### src/rtl/adc_pkg.sv
// Shared types and constant helpers for the multi-channel SPI ADC front end.
// Holds the frame-state encoding and the width/frame-length helper functions.
package adc_pkg;

  typedef enum logic [1:0] {
    IDLE  = 2'd0,
    CONV  = 2'd1,
    SHIFT = 2'd2,
    DONE  = 2'd3
  } adc_state_t;

  function automatic int clog2(input int value);
    int result;
    result = 0;
    for (int i = 0; i < 31; i++) begin
      if ((1 << i) < value) begin
        result = i + 1;
      end
    end
    return result;
  endfunction

  function automatic int frame_bits(input int nch, input int skip_bits,
                                    input int data_w, input int tail_bits);
    return nch * (skip_bits + data_w) + tail_bits;
  endfunction

endpackage

### src/rtl/spi_clk_gen.sv
// Enabled SCK divider: CLK_DIV cycles low then CLK_DIV cycles high.
// The rise/fall strobes flag the clk edge on which SCK will toggle.
module spi_clk_gen
  import adc_pkg::*;
#(
  parameter int CLK_DIV = 1
) (
  input  logic clk,
  input  logic reset,
  input  logic i_en,
  output logic o_sck,
  output logic o_rise,
  output logic o_fall
);

  localparam int CNT_W = clog2(CLK_DIV + 1);

  logic [CNT_W-1:0] r_cnt;
  logic             r_sck;
  logic             w_wrap;

  assign w_wrap = (r_cnt == CNT_W'(CLK_DIV - 1));

  // Dropping the enable parks SCK low with the phase counter cleared.
  always_ff @(posedge clk or posedge reset) begin
    if (reset) begin
      r_cnt <= '0;
      r_sck <= 1'b0;
    end else if (!i_en) begin
      r_cnt <= '0;
      r_sck <= 1'b0;
    end else if (w_wrap) begin
      r_cnt <= '0;
      r_sck <= ~r_sck;
    end else begin
      r_cnt <= r_cnt + 1'b1;
    end
  end

  assign o_sck  = r_sck;
  assign o_rise = i_en && w_wrap && !r_sck;
  assign o_fall = i_en && w_wrap && r_sck;

endmodule

### src/rtl/adc_spi_multi.sv
// SPI reader for a multi-channel serial ADC: pulses CONV, shifts NCH samples
// in MSB first and publishes the truncated samples together on DONE.
module adc_spi_multi
  import adc_pkg::*;
#(
  parameter int DATA_W    = 14,
  parameter int OUT_W     = 8,
  parameter int NCH       = 2,
  parameter int SKIP_BITS = 2,
  parameter int TAIL_BITS = 2,
  parameter int CLK_DIV   = 1
) (
  input  logic                 clk,
  input  logic                 reset,
  input  logic                 GO_ADC,
  input  logic                 CONT,
  input  logic                 SPI_MISO,
  output logic                 DONE_ADC,
  output logic                 BUSY,
  output logic                 OVERRUN,
  output logic                 ADC_CONV,
  output logic                 SPI_CLK_ADC,
  output logic [NCH*OUT_W-1:0] ADC
);

  localparam int FRAME_BITS = frame_bits(NCH, SKIP_BITS, DATA_W, TAIL_BITS);
  localparam int BIT_W      = clog2(FRAME_BITS + 1);
  localparam int CONV_CYC   = 2 * CLK_DIV;
  localparam int CONV_W     = clog2(CONV_CYC + 1);

  adc_state_t           r_state;
  adc_state_t           w_next;
  logic [BIT_W-1:0]     r_bit;
  logic [CONV_W-1:0]    r_conv_cnt;
  logic                 r_ovr;
  logic [NCH*OUT_W-1:0] r_adc;
  logic [NCH*OUT_W-1:0] w_samples;
  logic                 w_shift_en;
  logic                 w_sck;
  logic                 w_rise;
  logic                 w_fall;
  logic                 w_last;
  logic                 w_conv_end;

  assign w_shift_en = (r_state == SHIFT);
  assign w_last     = w_fall && (r_bit == BIT_W'(FRAME_BITS - 1));
  assign w_conv_end = (r_conv_cnt == CONV_W'(CONV_CYC - 1));

  spi_clk_gen #(
    .CLK_DIV(CLK_DIV)
  ) u_clk_gen (
    .clk   (clk),
    .reset (reset),
    .i_en  (w_shift_en),
    .o_sck (w_sck),
    .o_rise(w_rise),
    .o_fall(w_fall)
  );

  always_comb begin
    w_next = r_state;
    case (r_state)
      IDLE:    if (GO_ADC || CONT) w_next = CONV;
      CONV:    if (w_conv_end) w_next = SHIFT;
      SHIFT:   if (w_last) w_next = DONE;
      DONE:    w_next = CONT ? CONV : IDLE;
      default: w_next = IDLE;
    endcase
  end

  // The bit index advances on SCK falls so it is stable across each sampling rise.
  always_ff @(posedge clk or posedge reset) begin
    if (reset) begin
      r_state    <= IDLE;
      r_conv_cnt <= '0;
      r_bit      <= '0;
      r_ovr      <= 1'b0;
    end else begin
      r_state    <= w_next;
      r_ovr      <= GO_ADC && (r_state != IDLE);
      r_conv_cnt <= (r_state == CONV) ? r_conv_cnt + 1'b1 : '0;
      if (r_state != SHIFT) begin
        r_bit <= '0;
      end else if (w_fall) begin
        r_bit <= r_bit + 1'b1;
      end
    end
  end

  for (genvar k = 0; k < NCH; k++) begin : g_ch
    localparam int WIN_LO = k * (SKIP_BITS + DATA_W) + SKIP_BITS;
    localparam int WIN_HI = WIN_LO + DATA_W;

    logic [DATA_W-1:0] r_sr;
    logic              w_in_win;

    assign w_in_win = (r_bit >= BIT_W'(WIN_LO)) && (r_bit < BIT_W'(WIN_HI));

    always_ff @(posedge clk or posedge reset) begin
      if (reset) begin
        r_sr <= '0;
      end else if (w_rise && w_in_win) begin
        r_sr <= (r_sr << 1) | DATA_W'(SPI_MISO);
      end
    end

    assign w_samples[k*OUT_W +: OUT_W] = r_sr[DATA_W-1 -: OUT_W];
  end

  // All channels are captured together on entry to DONE, so partial frames never show.
  always_ff @(posedge clk or posedge reset) begin
    if (reset) begin
      r_adc <= '0;
    end else if (w_last) begin
      r_adc <= w_samples;
    end
  end

  assign BUSY        = (r_state != IDLE);
  assign ADC_CONV    = (r_state == CONV);
  assign DONE_ADC    = (r_state == DONE);
  assign SPI_CLK_ADC = w_sck;
  assign OVERRUN     = r_ovr;
  assign ADC         = r_adc;

endmodule

### config.mk
export PLATFORM = sky130hd
export DESIGN_NAME = adc_spi_multi
export DESIGN_NICKNAME = d
export VERILOG_FILES = /design/src/rtl/adc_pkg.sv /design/src/rtl/spi_clk_gen.sv /design/src/rtl/adc_spi_multi.sv
export SDC_FILE = /design/constraint.sdc
export NUM_CORES = 1
export LEC_CHECK = 0
export ABC_AREA = 0
export ABC_CLOCK_PERIOD_IN_PS = 4880
export CORE_ASPECT_RATIO = 0.6
export CORE_MARGIN = 2
export CORE_UTILIZATION = 62
export CTS_BUF_LIST = sky130_fd_sc_hd__clkbuf_8
export CTS_CLUSTER_SIZE = 40
export DETAILED_ROUTE_END_ITERATION = 10
export PLACE_DENSITY = 0.95
export SLEW_MARGIN = 0
export SYNTH_ARGS = -nofsm -noshare
export SYNTH_HDL_FRONTEND = slang
export SYNTH_SLANG_ARGS = --single-unit
### constraint.sdc
create_clock -name clk -period 4.88 [get_ports clk]
set_input_delay 1.464 -clock clk [delete_from_list [all_inputs] [get_ports clk]]
set_output_delay 1.464 -clock clk [all_outputs]
set_load 0.01 [all_outputs]
==> reports/summary.txt, run 1 <==
Tightest Pin Transition -> 1090 ps
WHS Endpoint -> r_conv_cnt[0]$_DFF_PP0_
Post-synth design cell area -> 2430 µm²
Mux cell area share after synthesis -> 0.245
XOR/XNOR Fraction of Synth Area -> 0.0180
Initial antenna violation count -> 0
Critical Path RT -> 3420 ps
Post-cts resize count -> 0
Yosys Warn Count -> 0
Max frequency -> 318 MHz
Met2 WL -> 1950 µm
Worst min-delay path startpoint -> r_conv_cnt[0]$_DFF_PP0_
Dpl ws -> 2040 ps
Max_slew headroom -> 0.269
TritonCTS clock tree -> yes
Num CTS Buffers -> 5
Starting Density -> 0.653
Worst reg2reg path depth -> 6
Fin. Hold Viols -> 0
Vias in the first global route -> 1407
Skew-Pair Late Insertion Delay -> 300 ps
Die ar. -> 4460 µm²
Die Width -> 84.9 µm
Clock buffer depth -> 2
Seq/Total Area, Yosys -> 0.576
Antenna Nets Post-Route -> 0
IO Count -> 26
Core Box Area -> 3720 µm²
Data arrival, critical path -> 1680 ps
Post-CTS setup buffer count -> 0
Area Growth Syn to Fin -> 15.1%
Clk slew on worst S/H paths -> 90 ps
IO buf count -> 25
Reg2reg setup slack -> 2510 ps
Initial detailed-routing violation count -> 55
Syn avg cell area -> 15.6 µm²
Worst Hold Class -> flop to flop
First-pass DRT Iterations -> 4
Total wire length -> 3910 µm
FF-to-FF Start -> r_state[0]$_DFFE_PP0P_
Clk sinks -> 56
Main combinational cell family by area after synthesis -> multiplexers
Util after Layout -> 0.752
Final-stage net count -> 198
Die height -> 52.5 µm
Total track usage -> 0.208
Synth Area in Simple Gates -> 0.0638
Post-synth cell types -> 27
Final Max Tran Viols -> 0
Top Metal Used -> met4
Setup TNS -> 0 ps
HPWL after detailed placement -> 2730 µm
Routed len/inst -> 16.8 µm
First-pass GRT wire length -> 6810 µm
Power Dens Cells -> 271 nW/µm²
Worst VDD drop -> 180 µV
Final worst slack -> 1740 ps
Worst hold path depth -> 1
Fillers -> 205
Leakage power -> 1.41 nW
Layout cells sized above 1 -> 0.314
Final worst path period share -> 0.644
GP Congestion -> 0.707
Syn Inst Count -> 156
Post-synthesis net count -> 170
Worst R2R End -> r_state[1]$_DFFE_PP0P_
# Max-Cap Violations -> 0
Number of synthesized register bits -> 56
Via density -> 5.50
Clock root cell -> clkbuf_8
Synth Area in Adders -> 0.0463
Diode count -> 0
Final min period -> 3140 ps
Synth Area in Compound Gates -> 0.0226
Unrepaired setup endpoints after global routing -> no
Clock skew -> 6.28 ps
Crit. End Element -> output pin
M1 wire length -> 1780 µm
Htree depth -> 2
Drt drc -> 0
CP max FO -> 5
Via Count -> 1275
Met3 wire length -> 131 µm
Setup-failing EPs final -> 0
Hold buffers post-CTS -> 0
CP Class -> flop to output pin
Total gr overflow -> 0
Site row count -> 17
Worst setup SP type -> flop
Largest net degree at the start of global routing -> 57
Status -> completed
==> Yosys cell counts <==
cell type  instances  area (µm²)
o211ai_4           1        21.3
nor2_1             1        3.75
nand2_1            4        15.0
buf_4              1        7.51
mux2_4            21         315
and2_1             5        31.3
and3_1             2        12.5
nand3_2            1        10.0
buf_2              1        5.00
inv_1              9        33.8
nand4_1            2        12.5
dfrtp_1           56        1400
xnor2_1            4        35.0
o211a_1            1        10.0
xor2_1             1        8.76
a21o_1             1        7.51
mux2i_1            1        10.0
nor2b_1            3        18.8
a211oi_1           1        7.51
and4b_1            1        10.0
o32ai_1            1        8.76
nor2b_4            1        13.8
mux2_2            24         270
buf_6              2        22.5
ha_1               9         113
and2b_4            1        10.0
nand3_4            1        17.5
==> worst max-delay path by stage <==
stage                                start                     endpoint  slack, ps  cells past startpoint
finish              r_state[0]$_DFFE_PP0P_                         BUSY       1740                      4
global route        r_state[0]$_DFFE_PP0P_                         BUSY       1590                      4
CTS                 r_state[0]$_DFFE_PP0P_                         BUSY       1730                      4
detailed placement                   reset  g_ch[1].r_sr[2]$_DFFE_PP0P_       2040                      2
global placement                     reset           ADC[6]$_DFFE_PP0P_       2100                      2
floorplan                            reset           ADC[0]$_DFFE_PP0P_       2040                      1
==> cell usage in the layout (no fill, tap or decap), drive strengths merged, types with 2 or more instances in the layout <==
cell type | synthesis | final
dfrtp | 56 | 56
mux2 | 45 | 45
clkdlybuf4s50 | 0 | 25
inv | 9 | 10
ha | 9 | 9
clkbuf | 0 | 6
and2 | 5 | 5
nand2 | 4 | 4
xnor2 | 4 | 4
nor2b | 4 | 4
and3 | 2 | 2
nand4 | 2 | 2
nand3 | 2 | 2
==> final cells by class <==
cell class | count | area [µm²] | share of cell area
Timing Repair Buffer | 25 | 250 | 0.0894
Inverter | 9 | 33.8 | 0.0121
Clock buffer | 6 | 82.6 | 0.0295
Sequential cell | 56 | 1400 | 0.500
Tap cell | 47 | 58.8 | 0.0210
Clock inverter | 2 | 11.3 | 0.00402
Multi-Input combinational cell | 87 | 962 | 0.344
==> per-layer routing <==
metal / global-route usage / vias up
met5: 0 / -
met4: 0.0741 / 0
met3: 0.0583 / 7
met2: 0.344 / 27
met1: 0.271 / 654
li1: - / 587
==> where the power goes <==
group	switching [mW]	total [mW]	internal [mW]
clock	0.139	0.253	0.113
combinational	0.0119	0.0261	0.0142
sequential	0.00656	0.479	0.473
==> cells by family after synthesis <==
family,count (synthesis)
multiplexers,46
adder cells (fa/ha/maj),9
AND/OR/NAND/NOR,22
AO/OA/AOI/OAI,5
buffers and inverters,13
XOR/XNOR,5
flip-flops,56
==> stage by stage <==
step / area, µm² / cells / hold WS [ps] / power [mW]
after floorplan: 2430 / 156 / 409 / 0.505
after global placement: 2710 / 224 / 424 / 0.513
after detailed placement: 2710 / 224 / 449 / 0.515
after CTS: 2800 / 232 / 463 / 0.765
after global routing: 2800 / 232 / 470 / 0.787
final: 2800 / 232 / 458 / 0.758
==> state kept, by name, indices dropped and copies added (netlist names) <==
signal	flops
g_ch.r_sr	28
ADC	16
r_bit	6
r_conv_cnt	2
r_state	2
OVERRUN	1
u_clk_gen.o_sck	1
==> critical path, stage by stage (launching register included) <==
cell and delay (ps):
dfrtp_1 410, inv_1 120, ha_1 230, inv_1 70, clkdlybuf4s50_1 540
Note: power is estimated with default switching activity, not from simulation.
==> run 2: changes to the inputs <==
--- a/config.mk
+++ b/config.mk
@@ -6,14 +6,14 @@
 export NUM_CORES = 1
 export LEC_CHECK = 0
 export ABC_AREA = 0
-export ABC_CLOCK_PERIOD_IN_PS = 4880
+export ABC_CLOCK_PERIOD_IN_PS = 3050
 export CORE_ASPECT_RATIO = 0.6
 export CORE_MARGIN = 2
-export CORE_UTILIZATION = 62
+export CORE_UTILIZATION = 58
 export CTS_BUF_LIST = sky130_fd_sc_hd__clkbuf_8
 export CTS_CLUSTER_SIZE = 40
 export DETAILED_ROUTE_END_ITERATION = 10
-export PLACE_DENSITY = 0.95
+export PLACE_DENSITY = 0.92
 export SLEW_MARGIN = 0
 export SYNTH_ARGS = -nofsm -noshare
 export SYNTH_HDL_FRONTEND = slang
==> constraint.sdc (replaced) <==
create_clock -name clk -period 3.05 [get_ports clk]
set_input_delay 0.915 -clock clk [delete_from_list [all_inputs] [get_ports clk]]
set_output_delay 0.915 -clock clk [all_outputs]
set_load 0.01 [all_outputs]
==> run 2 against run 1 <==
Against the previous run: routed wire length barely moved; largest power group unchanged; first-iteration DRC count is 7.3% lower; cell count is 6.0% higher; final area is 1.2% higher; critical endpoint unchanged; combinational power is 74% higher; die area rose by 6.5%; total power grew 60%; setup slack worse by 1300 ps; highest routed layer unchanged; core utilization fell by 5.7 points; via count is 0.71% lower.
==> reports/summary.txt, run 2 (synthesis gave the netlist of run 1 again) <==
Total track usage -> 0.189 (-0.0195)
Commonest non-fill, non-tap cells in the layout -> 56 x dfrtp_1, 25 x clkdlybuf4s50_1, 24 x mux2_2, 21 x mux2_4, 10 x inv_1
Slowest stage cell on the critical path -> clkdlybuf4s50_1
Leakage power -> 1.43 nW (+1.0%)
Most flops, register -> g_ch.r_sr
Data arrival, critical path -> 1700 ps (+20 ps)
Unrepaired setup endpoints after global routing -> no
Clk pwr share -> 0.329 (-0.004)
Clk slew on worst S/H paths -> 90 ps (about the same)
Fillers -> 267 (+30%)
Post-CTS setup buffer count -> 0 (unchanged)
Setup TNS -> 0 ps (unchanged)
Reg2reg setup slack -> 700 ps (-1810 ps)
Vias in the first global route -> 1344 (-4.5%)
HPWL after detailed placement -> 2710 µm (-0.67%)
Grt peak-use layer -> met2
Core Box Area -> 4080 µm² (+9.5%)
CP top delay family -> buffers and inverters
Total gr overflow -> 0 (unchanged)
Power Dens Cells -> 427 nW/µm² (+58%)
Largest register FFs -> 28 (unchanged)
Die height -> 54.2 µm (+3.1%)
Die Width -> 87.6 µm (+3.2%)
Post-cts resize count -> 0 (unchanged)
Final hold slack -> 439 ps (-19.1 ps)
Worst setup SP type -> flop
Bufs and invs on worst path -> 3 (unchanged)
Most frequent CP cell -> inv_1
Initial antenna violation count -> 0 (unchanged)
Status -> completed
IO Count -> 26 (unchanged)
Final worst path period share -> 0.857
Skew-Pair Late Insertion Delay -> 300 ps (about the same)
FF-to-FF Start -> r_state[0]$_DFFE_PP0P_
IO buf count -> 25 (unchanged)
Net Switching -> 0.250 mW (+58%)
Final min period -> 2610 ps
Sw frac -> 0.206 (-0.00200)
CP endpoint -> BUSY
First-pass DRT Iterations -> 2 (-2)
Pint -> 0.961 mW (+60%)
Max_slew headroom -> 0.580 (+0.310)
Area Growth Syn to Fin -> 16.5%
Initial detailed-routing violation count -> 51 (-7.3%)
Crit-path cells -> inv_1 > ha_1 > inv_1 > clkdlybuf4s50_1
CP max FO -> 5 (unchanged)
Starting Density -> 0.597 (-0.0568)
Htree depth -> 2 (unchanged)
First-pass GRT wire length -> 6470 µm (-5.1%)
CP Launch Point -> r_state[0]$_DFFE_PP0P_
Crit. End Element -> output pin
Site row count -> 18 (+1)
Drt drc -> 0 (unchanged)
Met3 usage -> 0.0552 (-0.00305)
TritonCTS clock tree -> yes
Stages on worst setup path -> 4 (unchanged)
Largest net degree at the start of global routing -> 57 (unchanged)
Worst min-delay path startpoint -> r_conv_cnt[0]$_DFF_PP0_
Layout cells sized above 1 -> 0.312 (-0.00169)
Worst Hold Class -> flop to flop
Worst path max stage delay -> 530 ps (about the same)
Sequential fraction of design power -> 0.633 (about the same)
Met2 usage -> 0.307 (-0.0370)
Die ar. -> 4740 µm² (+6.5%)
Most common cell after layout, fill and taps aside -> dfrtp_1
Total wire length -> 3910 µm (about the same)
GP Congestion -> 0.670 (-5.3%)
Final-stage net count -> 199 (+0.51%)
Dpl cell area -> 2740 µm² (+1.3%)
Clock buffer depth -> 2 (unchanged)
Worst VDD drop -> 325 µV (+81%)
Antenna Nets Post-Route -> 0 (unchanged)
Fin. Hold Viols -> 0 (unchanged)
Clock skew -> 5.74 ps (-0.539 ps)
Clk sinks -> 56 (unchanged)
Worst R2R End -> r_state[1]$_DFFE_PP0P_
Routing usage on met1 -> 0.235 (-0.0355)
Pwr Total -> 1.21 mW (+60%)
Critical Path RT -> 2130 ps (-1290 ps)
Routed len/inst -> 15.9 µm (-5.7%)
Num CTS Buffers -> 5 (unchanged)
Logic pwr share -> 0.037 (+0.003)
Diode count -> 0 (unchanged)
Via density -> 5.15 (-6.4%)
Max frequency -> 383 MHz
Setup-failing EPs final -> 0 (unchanged)
# Max-Cap Violations -> 0 (unchanged)
Tightest Pin Transition -> 628 ps (-467 ps)
CP Class -> flop to output pin
Clock root cell -> clkbuf_8
Worst reg2reg path depth -> 6 (unchanged)
Hold buffers post-CTS -> 0 (unchanged)
Via Count -> 1266 (-0.71%)
Post-route cell area -> 2830 µm² (+1.2%)
Final Max Tran Viols -> 0 (unchanged)
[run 2: cell types whose count changed in the layout (fill, tap and decap cells not counted)]
cell	before	now
buf_12	0	1
clkinvlp_4	1	0
inv_1	9	10
[run 2: cell type report]
type                       instances  area, µm²  area share
inverter                           9       33.8      0.0119
sequential                        56       1400       0.495
clock inverter                     2       7.51     0.00265
timing repair buffer              26        270      0.0954
multi-input combinational         87        962       0.340
clock buffer                       6       82.6      0.0292
tap                               60       75.1      0.0265
[run 2: how the worst min path moves through the flow]
stage                                    to  slack (ps)  cells past startpoint
finish              r_conv_cnt[0]$_DFF_PP0_         440                      1
global route        r_conv_cnt[0]$_DFF_PP0_         480                      1
CTS                 r_conv_cnt[0]$_DFF_PP0_         440                      1
detailed placement  r_conv_cnt[0]$_DFF_PP0_         430                      1
global placement    r_conv_cnt[0]$_DFF_PP0_         420                      1
floorplan           r_conv_cnt[0]$_DFF_PP0_         410                      1
[run 2: worst register-to-register path: cells and delay by family, from the launching register on]
family          cells  cell delay, ps
mux                 1             300
buf+inv             1             160
compound gates      1             350
flops               1             430
fa+ha+maj           1             340
simple gates        2             660
[run 2: per-stage QoR]
step,worst slack [ps],util,cells
5_1_grt,348,0.695,246
4_1_cts,415,0.695,246
3_3_place_gp,869,0.673,238
3_5_place_dp,705,0.673,238
2_1_floorplan,764,-,156
6_report,437,0.695,246
[run 2: routing by layer]
metal / up-vias / wire length, µm
li1: 595 / -
met4: 0 / 91
met5: - / 0
met2: 23 / 1870
met3: 9 / 149
met1: 639 / 1790
[run 2: power groups by stage]
stage	registers (mW)	clock network [mW]	logic, mW
floorplan	0.778	0	0.0303
global placement	0.780	0	0.0444
detailed placement	0.781	0	0.0467
CTS	0.767	0.410	0.0467
global route	0.769	0.444	0.0502
finish	0.767	0.399	0.0454
